## src/rtl/histo_readout.sv

```systemverilog
// histo_readout: scans histogram RAM bins and streams header, bin words and trailer.
// Define HISTO_RO_CLEAR_EN to clear each bin as its data is captured.
module histo_readout #(
    parameter int ADDR_W     = 12,
    parameter int RAM_LAT    = 2,
    parameter int FIFO_DEPTH = 4
) (
    input  logic              clk,
    input  logic              rst,
    input  logic              start,
    input  logic              abort,
    input  logic              zs,
    input  logic [2:0]        adc_id,
    input  logic [ADDR_W-1:0] start_bin,
    input  logic [ADDR_W-1:0] stop_bin,
    output logic [ADDR_W-1:0] ram_addr,
    output logic              ram_rd,
    input  logic [31:0]       ram_data,
    output logic [ADDR_W-1:0] ram_wr_addr,
    output logic              ram_wren,
    output logic [31:0]       out_data,
    output logic              out_valid,
    input  logic              out_ready,
    output logic              busy,
    output logic              done
);
    localparam int PW = $clog2(FIFO_DEPTH);
    localparam int CW = $clog2(FIFO_DEPTH + 1);
    typedef enum logic [2:0] {IDLE, HEADER, SCAN, DRAIN, TRAILER} state_t;
    state_t            state, state_n;
    logic              zs_r;
    logic [2:0]        adc_r;
    logic [ADDR_W-1:0] start_r, stop_r, bin;
    logic [19:0]       nwords;
    logic [RAM_LAT-1:0] vld;
    logic [ADDR_W-1:0] apipe [RAM_LAT];
    logic [31:0]       mem [FIFO_DEPTH];
    logic [PW-1:0]     wp, rp;
    logic [CW-1:0]     count, outstanding;
    logic              cap, keep, push, pop, trl_xfer, issue_ok;
    logic [19:0]       sat;
    logic [31:0]       push_data;
    always_comb begin
        outstanding = '0;
        for (int i = 0; i < RAM_LAT; i++) outstanding = outstanding + CW'(vld[i]);
    end
    // Reads in flight plus queued words never exceed the FIFO, so a returning word always fits.
    assign issue_ok  = (CW+1)'(outstanding) + (CW+1)'(count) < (CW+1)'(FIFO_DEPTH);
    assign cap       = vld[RAM_LAT-1];
    assign keep      = cap && (!zs_r || ram_data != '0);
    assign sat       = ram_data[31:20] != '0 ? 20'hFFFFF : ram_data[19:0];
    assign push      = state == HEADER || keep;
    assign push_data = state == HEADER ? {8'hA5, zs_r, adc_r, 4'h0, start_r[7:0], stop_r[7:0]}
                     : zs_r ? {12'(apipe[RAM_LAT-1]), sat} : ram_data;
    assign pop       = count != '0 && out_ready;
    assign out_valid = count != '0 || state == TRAILER;
    assign out_data  = count != '0 ? mem[rp] : state == TRAILER ? {8'h5A, 4'h0, nwords} : '0;
    assign trl_xfer  = state == TRAILER && count == '0 && out_ready;
    assign busy      = state != IDLE;
    assign ram_addr  = ram_rd ? bin : '0;
`ifdef HISTO_RO_CLEAR_EN
    assign ram_wren    = cap && !abort;
    assign ram_wr_addr = ram_wren ? apipe[RAM_LAT-1] : '0;
`else
    assign ram_wren    = 1'b0;
    assign ram_wr_addr = '0;
`endif
    always_comb begin
        state_n = state;
        ram_rd  = 1'b0;
        case (state)
            IDLE:    if (start) state_n = HEADER;
            HEADER:  state_n = stop_r < start_r ? TRAILER : SCAN;
            SCAN: begin
                ram_rd = issue_ok;
                if (issue_ok && bin == stop_r) state_n = DRAIN;
            end
            DRAIN:   if (outstanding == '0) state_n = TRAILER;
            TRAILER: if (trl_xfer) state_n = IDLE;
            default: state_n = IDLE;
        endcase
        if (abort) begin
            state_n = IDLE;
            ram_rd  = 1'b0;
        end
    end
    always_ff @(posedge clk) begin
        if (rst) begin
            state   <= IDLE;
            zs_r    <= 1'b0;
            adc_r   <= '0;
            start_r <= '0;
            stop_r  <= '0;
            bin     <= '0;
            nwords  <= '0;
            vld     <= '0;
            wp      <= '0;
            rp      <= '0;
            count   <= '0;
            done    <= 1'b0;
            for (int i = 0; i < RAM_LAT; i++) apipe[i] <= '0;
        end else begin
            state <= state_n;
            done  <= trl_xfer && !abort;
            if (state == IDLE && start && !abort) begin
                zs_r    <= zs;
                adc_r   <= adc_id;
                start_r <= start_bin;
                stop_r  <= stop_bin;
                bin     <= start_bin;
                nwords  <= '0;
            end else if (ram_rd) begin
                bin <= bin + 1'b1;
            end
            if (keep && !abort) nwords <= nwords + 1'b1;
            vld[0]   <= ram_rd;
            apipe[0] <= bin;
            for (int i = 1; i < RAM_LAT; i++) begin
                vld[i]   <= vld[i-1];
                apipe[i] <= apipe[i-1];
            end
            if (abort) begin
                vld   <= '0;
                wp    <= '0;
                rp    <= '0;
                count <= '0;
            end else begin
                if (push) wp <= wp == PW'(FIFO_DEPTH - 1) ? '0 : wp + 1'b1;
                if (pop) rp <= rp == PW'(FIFO_DEPTH - 1) ? '0 : rp + 1'b1;
                count <= count + CW'(push) - CW'(pop);
            end
        end
    end
    always_ff @(posedge clk) begin
        if (push) mem[wp] <= push_data;
    end
endmodule
```

## config.mk

```make
export PLATFORM = sky130hd
export DESIGN_NAME = histo_readout
export DESIGN_NICKNAME = d
export VERILOG_FILES = /design/src/rtl/histo_readout.sv
export SDC_FILE = /design/constraint.sdc
export NUM_CORES = 1
export LEC_CHECK = 0
export BUFFER_PORTS_ARGS = -buffer_cell sky130_fd_sc_hd__buf_2
export CORE_MARGIN = 2
export CORE_UTILIZATION = 62
export DETAILED_ROUTE_END_ITERATION = 10
export PLACE_DENSITY_LB_ADDON = 0.12
export SETUP_SLACK_MARGIN = 0.4
export SKIP_CTS_REPAIR_TIMING = 1
export SLEW_MARGIN = 40
export SYNTH_ARGS = -nofsm -noshare
export SYNTH_HDL_FRONTEND = slang
export SYNTH_SLANG_ARGS = --single-unit
```

## constraint.sdc

```tcl
create_clock -name clk -period 8.3 [get_ports clk]
set_input_delay 1.66 -clock clk [delete_from_list [all_inputs] [get_ports clk]]
set_output_delay 1.66 -clock clk [all_outputs]
set_load 0.1 [all_outputs]
```

-- Yosys cells after proc, flatten, opt, wreduce, memory -nomap -nowiden
Memories as Yosys holds them, arrays and structs flattened. A register that Yosys moved wholly into a read port is not among the register bits.
Cells that the tools add are included.
- muxes and demuxes: 29
- magnitude comparators: 2
- bitwise gates (word level): 2
- equal/unequal tests: 11
- add/sub/neg operators: 8
- reductions and logical operators: 25
- operator list (kind ; number):
    32-bit 2-to-1 mux ; 3
    12-bit 2-to-1 mux ; 5
    20-bit 2-to-1 mux ; 3
    32-bit nonzero test ; 1
    31-bit 2-to-1 mux ; 1
    20-bit by 1-bit adder with 20-bit output (second input constant) ; 1
    3-bit 2-to-1 mux ; 5
    3-bit one-hot mux with 5 select lines ; 1
    12-bit by 1-bit adder with 12-bit output (second input constant) ; 1
    12-bit == test ; 1
    12-bit less-than comparator ; 1
    12-bit nonzero test ; 1
    1-bit logical AND ; 9
    3-bit zero test ; 3
    2-bit 2-to-1 mux ; 4
    2-bit inequality test (second input constant) ; 4
    1-bit 2-to-1 mux ; 7
    3-bit by 2-bit == test with 1-bit output (second input constant) ; 2
    3-bit nonzero test ; 2
    2-bit by 1-bit adder with 2-bit output (second input constant) ; 2
    2-bit by 3-bit adder with 4-bit output ; 1
    2-bit == test (second input constant) ; 2
    4-bit by 3-bit less-than comparator with 1-bit output (second input constant) ; 1
    4-bit AND reduction ; 1
    other kinds (10) ; 15
- bits in registers: 73
- word-level logic and storage cells: 91
- memories: 2
- bits in writable memories: 152
- bits of input ports: 65
- memories (memory ; depth ; width ; rd ports ; clocked after Yosys merged registers in ; wr ports ; RTL line ; source):
    mem ; 4 ; 32 ; 1 ; 1 ; 1 ; 37 ; logic [31:0] mem [FIFO_DEPTH];
    apipe ; 2 ; 12 ; 2 ; 0 ; 2 ; 36 ; logic [ADDR_W-1:0] apipe [RAM_LAT];

-- Longest topological paths before layout
Gate-level depths: netlist of the first run.
- word-level depth: 7
- mapped depth: 14
- mapped depth without buffers: 13

-- Worst setup path after synthesis of the first run
No wires, ideal clock.
- path kind: input port to output port
- start point: in abort
- end point: out ram_addr[10]
- arrival: 4.015 ns
- setup slack: 2.625 ns
- required time: 6.640 ns
- stages on the path: 5
- path through: nor3_1 and3_1 clkbuf_1 clkbuf_1 and2_1
- word-level cells in the longest chain between the ends: 2
- ends and longest elaborated chain (element ; RTL line ; source):
    start, declared ; 11 ; input logic abort,
    1-bit 2-to-1 mux ; 82 ; if (abort) begin
    via ram_rd ; 17 ; output logic ram_rd,
    12-bit 2-to-1 mux ; 60 ; assign ram_addr = ram_rd ? bin : '0;
    end, declared ; 16 ; output logic [ADDR_W-1:0] ram_addr,
The timed path passes the listed nets, and every way through them passes these cells.

-- Final worst setup path of the first run
- start point: in abort
- end point: out ram_addr[5]
- word-level cells in the longest chain between the ends: 2
- ends and longest elaborated chain (element ; RTL line):
    1-bit 2-to-1 mux ; 82
    12-bit 2-to-1 mux ; 60
Every way passes these cells.

==> results.py, run 1 <==
metrics = {
    "run_status": {
        "status": "completed",
    },
    "timing": {
        "tightest_pin_transition_ns": 0.756,
        "grt_setup_unrepaired": "no",
        "post-route-period-util": 0.567,
        "max_slew_margin": 0.496,
        "finalClockSkew_ns": 0.0124,
        "max_freq_ghz": 0.212,
        "timing.final.crit_period_ns": 4.71,
        "setup_violations": 0,
        "final_max_slew_viol_count": 0,
        "finalHoldViolCount": 0,
        "setup-tns-final_ns": 0,
        "worst_hold_slack_ns": 0.435,
    },
    "synthesis": {
        "yosysTopAreaCellShare": 0.381,
        "netlist_instances": 822,
        "netlist.top_cell.by_area": "edfxtp_1",
        "ys_ff_latch": 227,
        "yosys_warnings": 0,
        "synthMostInstantiatedCell": "edfxtp_1",
        "synthArstFlopShare": 0,
        "syn-cell-area_um2": 10100,
        "synth_commonest_cells": "edfxtp_1, dfxtp_1, nand2_1",
        "synth.top_cells.by_area": "edfxtp_1, dfxtp_1, mux4_2",
        "distinct_cell_type_count_of_the_synthesized_netlist": 63,
        "synth.avg_cell_area_um2": 12.3,
        "ys_dominant_reg_cell": "edfxtp_1",
        "synth_edf_count": 128,
        "post_synthesis_sequential_area_ratio": 0.577,
    },
    "final_layout": {
        "fin_util": 0.722,
        "drive_gt1_frac": 0.225,
        "multi_input_gate_area_in_the_final_layout_um2": 3950,
        "area_growth_pct": 13.6,
        "final-seq-area_um2": 5830,
        "nets": 1008,
        "fillers": 1102,
    },
    "power": {
        "power.density_nw_per_um2": 220,
        "power.leakage_nw": 4.37,
        "ir_worst_vdd_uv": 137,
    },
    "detailed_routing": {
        "total_routed_length_mm": 23.9,
        "detail_route.vias_per_cell": 6.01,
        "drc": 0,
        "route.detailed.wl_per_inst_um": 20.8,
        "route.vias.total": 6933,
        "number_of_optimization_iterations_in_the_first_detailed_route_pass": 5,
        "final_antenna_net_count": 0,
        "dr.first_iter.drc_count": 533,
    },
    "worst_setup_path": {
        "worst_ep_arrival_time_ns": 3.05,
        "sort_of_element_at_the_start_of_the_critical_path": "input port",
        "setup.worst_path.end_class": "output port",
        "required_time_worst_endpoint_ns": 6.64,
        "path_class": "in -> out",
        "path_max_fanout": 26,
    },
    "grt": {
        "grt_start_max_net_pins": 69,
        "wire_length_of_the_first_global_routing_pass_mm": 37.7,
        "global_route.usage.total": 0.276,
        "grt_overflow_total": 0,
        "first_global_vias": 6865,
        "initial_antenna_violation_count": 3,
    },
    "clocking": {
        "cts_max_level": 1,
        "cts_buffer_depth": 3,
        "cts_clock_pin_slew_for_the_worst_setup_and_hold_paths_ns": 0.06,
        "clock_sinks": 227,
        "cts_tree": "yes",
        "cts_buffers": 23,
        "ctsRootBufferMaster": "clkbuf_16",
        "worstSkewPairLatency_ns": 0.50,
    },
    "hold_path": {
        "hp-class": "reg -> reg",
    },
    "die": {
        "start_util": 0.636,
        "die_area_um2": 17300,
        "floorplan.rows": 46,
        "die_w_um": 132,
        "die_height_um": 132,
        "floorplan.io_pins": 126,
        "coreArea_um2": 15900,
    },
    "flow_run": {
        "maxCapViolations": 0,
    },
    "place": {
        "portBuffers": 112,
        "gp_congestion": 0.917,
        "detailedPlacementHpwl_mm": 15.9,
    },
}
[worst paths after layout]
path	startpoint	endpoint	slack, ns	cells past startpoint
max	abort	ram_addr[5]	3.59	5
min	apipe[0][5]	apipe[0][17]	0.43	1
max reg2reg	zs_r	count[2]	4.37	13
min reg2reg	apipe[0][5]	apipe[0][17]	0.43	1
[flip-flops by register name (all words and copies together), names as in the netlist, named ones only]
name     flops
nwords      20
done         1
wp           2
start_r     12
adc_r        3
mem        128
vld          2
bin         12
count        3
apipe       24
stop_r      12
state        3
zs_r         1
rp           2
[metal layers]
layer  vias up  global-route usage  wire length (um)
met5         -                   0                13
li1       3213                   -                 -
met3        48              0.0513              1550
met1      3411               0.368              9910
met4         2              0.0713               513
met2       259               0.471             12000
[cell usage in the layout (no fill, tap or decap), types with 22 or more instances in the layout]
master	Yosys	layout
a22o_1	26	26
nor2b_1	24	24
nor2_1	39	39
inv_1	22	22
mux4_2	32	32
clkbuf_16	0	23
edfxtp_1	128	128
buf_2	0	112
and2_1	32	28
ha_1	23	23
dfxtp_1	99	97
a21oi_1	39	39
nand2_1	89	89
[layout make-up]
class,count,share of cell area
Clock buffer,31,0.0563
Timing Repair Buffer,119,0.0535
Inverter,22,0.00720
Tap cell,216,0.0236
Clock inverter,10,0.00655
Sequential cell,227,0.508
Antenna cell,2,0.000436
Multi-Input combinational cell,526,0.344
[stage by stage]
stage	std cells	instance area (um2)	power, mW	worst slack, ns
floorplan	834	10100	1.49	2.62
global placement	1110	10700	1.55	3.39
detailed placement	1110	10700	1.56	3.28
CTS	1151	11500	2.53	3.33
global route	1152	11500	2.59	3.46
finish	1153	11500	2.52	3.59
[cell families after synthesis]
group | after synthesis | share of synthesized area
AO/OA/AOI/OAI | 142 | 0.105
XOR/XNOR | 31 | 0.0269
adder cells (fa/ha/maj) | 24 | 0.0305
buffers and inverters | 81 | 0.0384
flip-flops | 227 | 0.577
multiplexers | 44 | 0.0834
other | 1 | 0.000371
AND/OR/NAND/NOR | 272 | 0.139
[power breakdown]
group	switching (mW)	internal [mW]
sequential	0.0236	1.22
combinational	0.217	0.0782
clock	0.406	0.575
[critical path: stages]
cell,delay (ns)
buf_2,0.14
nor3_1,0.13
and3_2,0.48
and2_1,0.19
buf_2,0.42
No activity file was read; power rests on OpenSTA's default activity.
==> run 2: changes to the inputs <==
- CORE_UTILIZATION: 62 -> 52
- clock period: 8.3 -> 4.3 ns (I/O delays scaled with it)
==> run 2 against run 1 <==
Effect of this change: final area up 1.4%; clock skew down 0.0029 ns; combinational power up 94%; setup slack worse by 2.9 ns; global-route usage down 4.2 points; die area up 19%; wire length up 0.25%; critical path depth up 9; largest cell class unchanged; largest power group unchanged; highest routed layer is now met4.
==> results.py, run 2 (synthesis gave the netlist of run 1 again) <==
metrics = {
    "detailed_routing": {
        "final_antenna_net_count": 0,
        "route.vias.total": 6978,
        "dr.first_iter.drc_count": 485,
        "number_of_optimization_iterations_in_the_first_detailed_route_pass": 7,
        "detail_route.vias_per_cell": 5.80,
        "total_routed_length_mm": 24.0,
        "drc": 0,
        "route.detailed.wl_per_inst_um": 20.0,
    },
    "timing": {
        "timing.final.ws_setup_ns": 0.659,
        "finalHoldViolCount": 0,
        "worst_hold_slack_ns": 0.436,
        "max_freq_ghz": 0.275,
        "timing.final.crit_period_ns": 3.64,
        "finalClockSkew_ns": 0.00948,
        "final_max_slew_viol_count": 0,
        "setup_violations": 0,
        "grt_setup_unrepaired": "no",
        "max_slew_margin": 0.518,
        "setup-tns-final_ns": 0,
        "tightest_pin_transition_ns": 0.721,
        "post-route-period-util": 0.847,
    },
    "final_layout": {
        "final-seq-area_um2": 5830,
        "area_growth_pct": 15.2,
        "layout_common_cells": "edfxtp_1, buf_2, dfxtp_1, nand2_1",
        "fin_cells": 1203,
        "number_of_flip_flops_under_the_largest_register_name": 128,
        "drive_gt1_frac": 0.228,
        "fin_util": 0.616,
        "antenna_cells": 0,
        "layout_commonest_cell": "edfxtp_1",
        "fillers": 1495,
        "finalInstanceArea_um2": 11600,
        "reg.largest.list": "mem x128, apipe x24, nwords x20",
        "registers.top_by_ff_count": "mem",
        "nets": 1014,
        "multi_input_gate_area_in_the_final_layout_um2": 3950,
    },
    "place": {
        "detailedPlacementHpwl_mm": 16.7,
        "portBuffers": 112,
        "gp_congestion": 0.922,
        "postPlaceCellArea_um2": 10800,
        "place_worst_setup_slack_ns": 0.156,
        "dp_cells": 1159,
    },
    "hold_path": {
        "hp-class": "reg -> reg",
    },
    "die": {
        "floorplan.rows": 50,
        "floorplan.io_pins": 126,
        "start_util": 0.535,
        "coreArea_um2": 18900,
        "die_area_um2": 20600,
        "die_w_um": 143,
        "die_height_um": 143,
    },
    "clocking": {
        "ctsRootBufferMaster": "clkbuf_16",
        "cts_clock_pin_slew_for_the_worst_setup_and_hold_paths_ns": 0.06,
        "cts_tree": "yes",
        "cts_max_level": 1,
        "cts_buffer_depth": 3,
        "clock_sinks": 227,
        "cts_buffers": 24,
        "worstSkewPairLatency_ns": 0.51,
    },
    "power": {
        "post-layout-total-power_mw": 5.02,
        "power.density_nw_per_um2": 431,
        "ir_worst_vdd_uv": 269,
        "power.leakage_nw": 4.43,
    },
    "worst_setup_path": {
        "sort_of_element_at_the_start_of_the_critical_path": "input port",
        "required_time_worst_endpoint_ns": 4.68,
        "path_max_fanout": 6,
        "setup.worst_path.end_class": "flop",
        "path_class": "in -> reg",
        "worst_ep_arrival_time_ns": 4.03,
    },
    "grt": {
        "grt_overflow_total": 0,
        "global_route.usage.total": 0.234,
        "grt_start_max_net_pins": 65,
        "wire_length_of_the_first_global_routing_pass_mm": 37.2,
        "initial_antenna_violation_count": 0,
        "first_global_vias": 6852,
    },
    "run_status": {
        "status": "completed",
    },
    "flow_run": {
        "maxCapViolations": 0,
    },
}
## run 2: changes by cell type in the layout (fill, tap and decap cells not counted), moves of 2 or more
cell | before | now
buf_4 | 7 | 11
clkinv_2 | 6 | 2
clkbuf_1 | 4 | 7
clkbuf_16 | 23 | 25
clkbuf_8 | 4 | 6
diode_2 | 2 | 0
## run 2: layer usage
metal / vias to the layer above / routed length, um / GRT usage
met4: 0 / 654 / 0.0743
li1: 3226 / - / -
met3: 54 / 1460 / 0.0353
met1: 3430 / 10400 / 0.326
met5: - / 0 / 0
met2: 268 / 11500 / 0.382
## run 2: worst max-delay path, stage by stage
cell and delay [ns]:
buf_2 0.11, or4_4 0.53, or4_4 0.60, o31ai_1 0.41
nand2_1 0.24, inv_1 0.10, ha_1 0.22, inv_1 0.06
ha_1 0.12, inv_1 0.04, fa_1 0.37, xor2_1 0.16
xnor2_1 0.15, nor2_1 0.05
## run 2: cell type report
class                   count  share of cell area
well taps                 260              0.0280
multi-input cells         526               0.339
clock inverters             5             0.00452
inverters                  22             0.00710
clock buffers              39              0.0638
flip-flops and latches    227               0.501
repair buffers            124              0.0563
## run 2: path summary, 6_finish.rpt
kind,from,to,slack [ns],cells after the start
max,ram_data[13],count[2],0.66,14
min,apipe[0][7],apipe[0][19],0.44,1
max reg2reg,zs_r,count[2],0.84,13
min reg2reg,apipe[0][7],apipe[0][19],0.44,1
## run 2: report_power, final
part,internal (mW),switching (mW)
sequential,2.36,0.0438
clock,1.24,0.805
combinational,0.153,0.419
total,3.75,1.27
==> run 3: changes to the inputs <==
- clock period: 4.3 -> 3.12 ns (I/O delays scaled with it)
==> run 3 against run 2 <==
Effect of this change: global-route usage up 0.47 points; sequential power is 38% higher; flip-flop and latch count did not move; die area stayed put; highest routed layer unchanged.
==> results.py, run 3 (synthesis gave the netlist of run 1 again) <==
metrics = {
    "run_status": {
        "status": "completed",
    },
    "worst_setup_path": {
        "required_time_worst_endpoint_ns": 3.50,
        "worst_path_dominant_cell_family": "simple AND/OR/NAND/NOR gates",
        "critPathMaxStageDelay_ns": 0.57,
        "setup.worst_path.end_class": "flop",
        "path_class": "in -> reg",
        "crit_buf_inv": 4,
        "timing.critical_path.slowest_stage_cell": "or4_4",
        "path_max_fanout": 2,
        "sort_of_element_at_the_start_of_the_critical_path": "input port",
        "path_cells": "buf_6, or4_4, or4_4, o31ai_4, nand2_2, inv_2, ha_4, inv_2, ha_4, inv_2, fa_2, xor2_2, xnor2_1, nor2_1",
        "crit_top_cell": "inv_2",
        "worst_ep_arrival_time_ns": 3.35,
    },
    "power": {
        "post-layout-total-power_mw": 6.91,
        "clk_pwr_share": 0.386,
        "p_switching_mw": 1.75,
        "power.leakage_nw": 4.84,
        "comb_power_share": 0.136,
        "ir_worst_vdd_uv": 372,
        "cellInternalPower_mw": 5.16,
        "sw_frac_of_total": 0.254,
        "power.density_nw_per_um2": 534,
        "portion_of_total_power_attributed_to_sequential_cells": 0.478,
    },
    "detailed_routing": {
        "final_antenna_net_count": 0,
        "number_of_optimization_iterations_in_the_first_detailed_route_pass": 5,
        "dr.first_iter.drc_count": 486,
        "m1WireLength_mm": 10.5,
        "drc": 0,
        "total_routed_length_mm": 25.2,
        "detail_route.vias_per_cell": 5.72,
        "maxUsedRoutingLayer": "met4",
        "met3RoutedLength_mm": 1.68,
        "route.vias.total": 7150,
        "route.detailed.wl_per_inst_um": 20.1,
        "wl_met2_mm": 12.7,
    },
    "clocking": {
        "cts_buffer_depth": 3,
        "worstSkewPairLatency_ns": 0.51,
        "ctsRootBufferMaster": "clkbuf_16",
        "cts_tree": "yes",
        "cts_max_level": 1,
        "clock_sinks": 227,
        "cts_clock_pin_slew_for_the_worst_setup_and_hold_paths_ns": 0.06,
        "cts_buffers": 23,
    },
    "final_layout": {
        "registers.top_by_ff_count": "mem",
        "layout_commonest_cell": "edfxtp_1",
        "number_of_flip_flops_under_the_largest_register_name": 128,
        "nets": 1061,
        "reg.largest.list": "mem x128, apipe x24, nwords x20",
        "finalInstanceArea_um2": 12900,
        "fin_cells": 1250,
        "area_growth_pct": 28.2,
        "drive_gt1_frac": 0.326,
        "layout_common_cells": "edfxtp_1, dfxtp_1, nand2_1, buf_2, buf_12",
    },
    "grt": {
        "initial_antenna_violation_count": 1,
        "global_route.usage.total": 0.239,
        "first_global_vias": 7024,
        "wire_length_of_the_first_global_routing_pass_mm": 37.9,
        "grt_overflow_total": 0,
        "grt_start_max_net_pins": 64,
    },
    "place": {
        "place_worst_setup_slack_ns": -0.385,
        "gp_congestion": 0.897,
        "detailedPlacementHpwl_mm": 17.0,
        "portBuffers": 112,
        "dp_cells": 1186,
        "postPlaceCellArea_um2": 11700,
    },
    "timing": {
        "max_slew_margin": 0.510,
        "timing.final.ws_setup_ns": 0.152,
        "finalHoldViolCount": 0,
        "post-route-period-util": 0.951,
        "worst_hold_slack_ns": 0.355,
        "finalClockSkew_ns": 0.0206,
        "setup_violations": 0,
        "final_max_slew_viol_count": 0,
        "tightest_pin_transition_ns": 0.733,
        "timing.final.crit_period_ns": 2.97,
        "max_freq_ghz": 0.337,
        "grt_setup_unrepaired": "yes",
    },
    "flow_run": {
        "maxCapViolations": 0,
    },
    "die": {
        "die_area_um2": 20600,
        "coreArea_um2": 18900,
        "floorplan.rows": 50,
        "die_w_um": 143,
        "start_util": 0.535,
        "die_height_um": 143,
        "floorplan.io_pins": 126,
    },
    "hold_path": {
        "hp-class": "in -> reg",
    },
}
## run 3: cell count changes in the layout (fill, tap and decap cells not counted), moves of 5 or more
cell     change
buf_2       -47
buf_12      +46
buf_4       +29
and2_1      -20
a22o_1      -16
a22o_2      +13
and2_2      +13
buf_6       +12
and2_4       +7
dfxtp_1      -5
## run 3: area by class of cell
class	count	area, um2
antenna	2	5.00
inverter	22	82.6
tap	260	325
timing repair buffer	172	1820
clock inverter	3	16.3
sequential	227	5840
fill	1393	5950
clock buffer	38	726
multi-input combinational	526	4130
## run 3: power by group through the flow
stage	sequential [mW]	combinational, mW	clock, mW
floorplan	3.34	0.633	0
global placement	3.37	0.875	0
detailed placement	3.37	0.893	0
CTS	3.31	0.896	2.70
global route	3.31	0.992	2.81
finish	3.30	0.938	2.67
## run 3: metal layers
layer | global-route usage | vias up
met5 | 0 | -
li1 | - | 3320
met2 | 0.412 | 276
met4 | 0.0511 | 0
met1 | 0.328 | 3527
met3 | 0.0283 | 27
## run 3: path summary, 6_finish.rpt
path | from | endpoint | slack (ns) | cells after the start
max | ram_data[8] | count[2] | 0.15 | 14
min | stop_bin[7] | stop_r[7] | 0.36 | 3
max reg2reg | zs_r | count[2] | 0.22 | 13
min reg2reg | apipe[0][7] | apipe[0][19] | 0.44 | 1
## run 3: per-stage QoR
stage | TNS, ns | utilization
2_1_floorplan | -0.337 | -
3_3_place_gp | -0.580 | 0.621
3_5_place_dp | -0.631 | 0.621
4_1_cts | -0.0781 | 0.660
5_1_grt | 0 | 0.685
6_report | 0 | 0.685
## run 3: worst register-to-register path, stage by stage (launching register included)
cell and delay (ns):
dfxtp_1 0.35, or4b_1 0.47, or4_4 0.45, o31ai_4 0.23, nand2_2 0.09, inv_2 0.08
ha_4 0.20, inv_2 0.06, ha_4 0.12, inv_2 0.04, fa_2 0.34, xor2_2 0.15
xnor2_1 0.14, nor2_1 0.05
